**src/rtl/alarm_ctrl_fsm.sv**
```systemverilog
// alarm_ctrl_fsm: decodes keypad and buttons into display-select and register-load strobes
module alarm_ctrl_fsm #(
    parameter int         TIMEOUT_SEC = 10,
    parameter logic [3:0] NOKEY       = 4'd10
) (
    input  logic       clock,
    input  logic       reset,
    input  logic       one_second,
    input  logic [3:0] key,
    input  logic       alarm_button,
    input  logic       time_button,
    output logic       show_new_time,
    output logic       show_alarm,
    output logic       shift,
    output logic       load_new_a,
    output logic       load_new_c,
    output logic       reset_count
);
    typedef enum logic [2:0] {SHOW_TIME, KEY_STORED, KEY_WAITED, KEY_ENTRY, SHOW_ALARM} state_t;
    state_t     state, next;
    logic [3:0] tcnt;
    logic       valid_key, timeout;
    assign valid_key = key != NOKEY && key <= 4'd9;
    assign timeout   = tcnt == 4'(TIMEOUT_SEC);
    // tcnt restarts on every stored key so each digit gets a full timeout window
    always_ff @(posedge clock or posedge reset) begin
        if (reset) begin
            state <= SHOW_TIME;
            tcnt  <= '0;
        end else begin
            state <= next;
            if (state inside {SHOW_TIME, SHOW_ALARM, KEY_STORED}) tcnt <= '0;
            else if (one_second && !timeout) tcnt <= tcnt + 4'd1;
        end
    end
    always_comb begin
        next = state;
        case (state)
            SHOW_TIME:  next = alarm_button ? SHOW_ALARM : valid_key ? KEY_STORED : SHOW_TIME;
            KEY_STORED: next = KEY_WAITED;
            KEY_WAITED: next = !valid_key ? KEY_ENTRY : timeout ? SHOW_TIME : KEY_WAITED;
            KEY_ENTRY:  next = (alarm_button || time_button || timeout) ? SHOW_TIME
                             : valid_key ? KEY_STORED : KEY_ENTRY;
            SHOW_ALARM: next = alarm_button ? SHOW_ALARM : SHOW_TIME;
            default:    next = SHOW_TIME;
        endcase
    end
    always_comb begin
        show_new_time = state inside {KEY_STORED, KEY_WAITED, KEY_ENTRY};
        show_alarm    = state == SHOW_ALARM;
        shift         = state == KEY_STORED;
        load_new_a    = state == KEY_ENTRY && alarm_button;
        load_new_c    = state == KEY_ENTRY && time_button && !alarm_button;
        reset_count   = load_new_c;
    end
endmodule

```
**config.mk**
```make
export PLATFORM = sky130hd
export DESIGN_NAME = alarm_ctrl_fsm
export DESIGN_NICKNAME = d
export VERILOG_FILES = /design/src/rtl/alarm_ctrl_fsm.sv
export SDC_FILE = /design/constraint.sdc
export NUM_CORES = 1
export LEC_CHECK = 0
export BUFFER_PORTS_ARGS = -buffer_cell sky130_fd_sc_hd__buf_2
export CORE_MARGIN = 5
export CORE_UTILIZATION = 24
export CTS_CLUSTER_DIAMETER = 200
export CTS_CLUSTER_SIZE = 14
export DETAILED_ROUTE_END_ITERATION = 12
export GPL_ROUTABILITY_DRIVEN = 0
export GPL_TIMING_DRIVEN = 0
export PLACE_DENSITY = 0.47
export SLEW_MARGIN = 40
export SYNTH_ARGS = -nofsm -noshare
export SYNTH_HDL_FRONTEND = slang
export SYNTH_SLANG_ARGS = --single-unit
```
**constraint.sdc**
```tcl
create_clock -name clock -period 1.3 [get_ports clock]
set_input_delay 0.13 -clock clock [delete_from_list [all_inputs] [get_ports clock]]
set_output_delay 0.13 -clock clock [all_outputs]
set_load 0.005 [all_outputs]
```
==> summary.md <==
| Metric | Value |
|---|---|
| Setup violations, final | `3` |
| Setup TNS | `-16.59 ps` |
| Routed vias | `419` |
| FP Rows | `15` |
| WHS Path Cells | `2` |
| Total die area | `0.002676 mm^2` |
| Startpoint types | `register` |
| Remaining Overflow, GRT | `0` |
| Worst-path clk slew | `50 ps` |
| Area grow syn2layout | `54.79%` |
| Arr. time, crit path | `about 1500 ps` |
| CTS tree | `done` |
| Clock Power Share | `0.181` |
| Sw Share | `0.3588` |
| Maximum VDD drop | `0.0006661 V` |
| Sequential share of the synthesized area | `0.4192` |
| Post-synth top area share | `0.4192` |
| Post-DP HPWL | `657.3 um` |
| Largest net degree at the start of global routing | `8` |
| Reg2Reg Setup Slack | `-10 ps` |
| Psw | `399.1 uW` |
| Syn Nets | `54` |
| Fin. Hold Viols | `0` |
| Initial core utilization | `0.2474` |
| Worst Hold End | `tcnt[1]$_DFFE_PP0P_` |
| Unique masters post-synth | `24` |
| Sequential power share | `0.295` |
| RSZ-0062 raised after global routing | `yes` |
| Hold_ws | `170.1 ps` |
| Pwr Density | `1719 mW/mm^2` |
| Leak pwr | `0.0003269 uW` |
| Cell taking the most area after synthesis | `dfrtp_1` |
| Worst min path class | `in -> reg` |
| Htree depth | `1` |
| IO Port Bufs | `13` |
| Antenna violations before repair | `0` |
| Core area | `0.001689 mm^2` |
| # IOs | `15` |
| Max Root-Sink Buffers | `2` |
| Setup ws final | `-14.21 ps` |
| Vias in the first global route | `~380` |
| Syn Inst Count | `43` |
| Iter 0 DRT Violations | `18` |
| Post-route antenna net violation count | `0` |
| DR pass1 iterations | `3` |
| First-pass GRT wire length | `1587 um` |
| Combinational Power Share | `0.524` |
| Worst EP required | `around 1400 ps` |
| Die Ht | `51.73 um` |
| Syn Std Cell Area | `approximately 420 um^2` |
| Relative slew slack | `0.7899` |
| Status | `finished, violations left` |
| Compound-gate portion of the synthesized area | `0.2126` |
| Tmin final | `around 1300 ps` |
| Post-Synth Simple-Gate Area | `0.2335` |
| Max Clk Rate | `760.9 MHz` |
| Worst hold start | `one_second` |
| CTS sink count | `7` |
| Cell-internal power | `713.2 uW` |
| Crit path max fanout | `7` |
| Final wirelength | `1009 um` |
| Synth warn | `0` |
| Largest family of logic cells by synthesized area | `simple AND/OR/NAND/NOR gates` |
| Seq cells post-synth | `7` |
| Routed length per instance | `11.73 um` |
| Crit Path Category | `reg -> reg` |
| Layout net count | `81` |
| DRC | `0` |
| Least-Margin Pin Slew | `around 310 ps` |
| Top post-synthesis cells by area | `dfrtp_1 (42%), ha_1 (6.0%), nor2_1 (4.5%)` |
| FF-to-FF Start | `tcnt[0]$_DFFE_PP0P_` |
| R2R cell count | `4` |
| Total CTS buffers | `3` |
| Fin Clk Skew | `0.6433 ps` |
| Die Wd | `between 50 and 60 um` |
| Post-synthesis xor/xnor area fraction | `0.02096` |
| Final period util | `1.011` |
| Max-Cap Viols | `0` |
| Failing checks | `setup timing` |
| Gr usage total | `0.07961` |
| Vias per cell | `4.872` |
| Adder-Cell Fraction of Synth Area | `0.05988` |
| Diode count | `0` |
| RR Endpoint | `state[0]$_DFF_PP0_` |
| Clock Latency Late Sink | `around 250 ps` |
| CTS root buf | `clkbuf_4` |
| Syn Area/Cell | `9.719 um^2` |
| Share of layout cells above drive strength 1 | `0.4783` |
| Mux contribution to synthesized area | `0` |
| Crit end category | `register` |
| Max-slew violations | `0` |
[critical path, stage by stage (launching register included)]
cell and delay [ps]:
dfrtp_1 390, inv_2 60, ha_1 140, nand3b_1 220
a221o_1 380
[synthesized netlist by cell type]
cell      n
a211o_1   1
a211oi_1  1
a21o_1    1
a21oi_1   3
a221o_1   1
a311oi_1  1
a41o_1    1
and2_1    1
buf_4     1
dfrtp_1   7
ha_1      2
inv_1     4
nand3_1   1
nand3b_1  2
nand4_1   1
nor2_1    5
nor2_2    1
nor3_1    2
nor3b_1   2
nor4_1    1
o21ai_1   1
o41ai_2   1
or3b_1    1
xor2_1    1
[per-layer routing]
metal,global-route usage,up-vias,share of wire
li1,-,209,-
met1,0.1007,194,0.50
met2,0.1208,13,0.44
met3,0.01719,3,0.037
met4,0.05240,0,0.022
met5,0,-,0
[power groups by stage]
| stage | clock network (uW) | registers, uW | logic, uW |
|---|---|---|---|
| final | 202 | 328 | 583 |
| after global routing | 213 | 335 | 642 |
| after CTS | 207 | 320 | 478 |
| after detailed placement | 0 | 359 | 306 |
| after global placement | 0 | 360 | 306 |
| after floorplan | 0 | 341 | 215 |
[sequential cells by signal, summed over array words and instances, names as in the netlist]
name   cells
tcnt       4
state      3
[cells in the final DEF (no fill, tap or decap), types with 2 or more instances in the layout]
master / count
buf_2: 13
dfrtp_1: 7
buf_4: 6
inv_1: 3
nor2_1: 3
clkbuf_4: 3
buf_6: 3
nand3b_1: 2
a21oi_1: 2
nor2_4: 2
nor3_1: 2
ha_1: 2
[stage by stage]
stage	power, uW	cells	instance area [um^2]	worst slack, ps	utilization
after floorplan	556.0	43	417.9	69.05	-
after global placement	665.8	73	504.2	-72.03	0.2985
after detailed placement	665.5	73	504.2	-58.95	0.2985
after CTS	1005	84	599.3	-43.64	0.3548
after global routing	1190	86	646.9	-57.45	0.3830
final	1112	86	646.9	-14.21	0.3830
[layout make-up]
cell class                 count  area [um^2]
fill                         177         1042
multi-input combinational     31        255.2
sequential                     7        175.2
timing repair buffer          23        153.9
clock buffer                   4        26.28
tap                           17        21.27
inverter                       4        15.01
[logic make-up after synthesis]
| family | Yosys count |
|---|---|
| simple gates | 17 |
| xor+xnor | 1 |
| compound gates | 11 |
| buf+inv | 5 |
| fa+ha+maj | 2 |
| flops | 7 |
[worst max-delay path by stage]
| stage | start | endpoint | slack [ps] | cells past startpoint |
|---|---|---|---|---|
| CTS | tcnt[0]$_DFFE_PP0P_ | state[0]$_DFF_PP0_ | -40 | 4 |
| floorplan | state[2]$_DFF_PP0_ | reset_count | 70 | 3 |
| detailed placement | tcnt[0]$_DFFE_PP0P_ | state[0]$_DFF_PP0_ | -60 | 4 |
| global route | state[2]$_DFF_PP0_ | load_new_c | -60 | 3 |
| finish | tcnt[0]$_DFFE_PP0P_ | state[0]$_DFF_PP0_ | -10 | 4 |
| global placement | tcnt[0]$_DFFE_PP0P_ | state[0]$_DFF_PP0_ | -70 | 4 |
[what timing repair did]
action | 4_1_cts | 5_1_grt
resized for setup | 4 | 8
endpoints found under the hold margin | 7 | 0
pin swaps | 3 | 2
buffers inserted | 7 | 2
setup endpoints to repair | 6 | 9
hold buffers | 1 | 0
No activity file was read; power rests on OpenSTA's default activity.
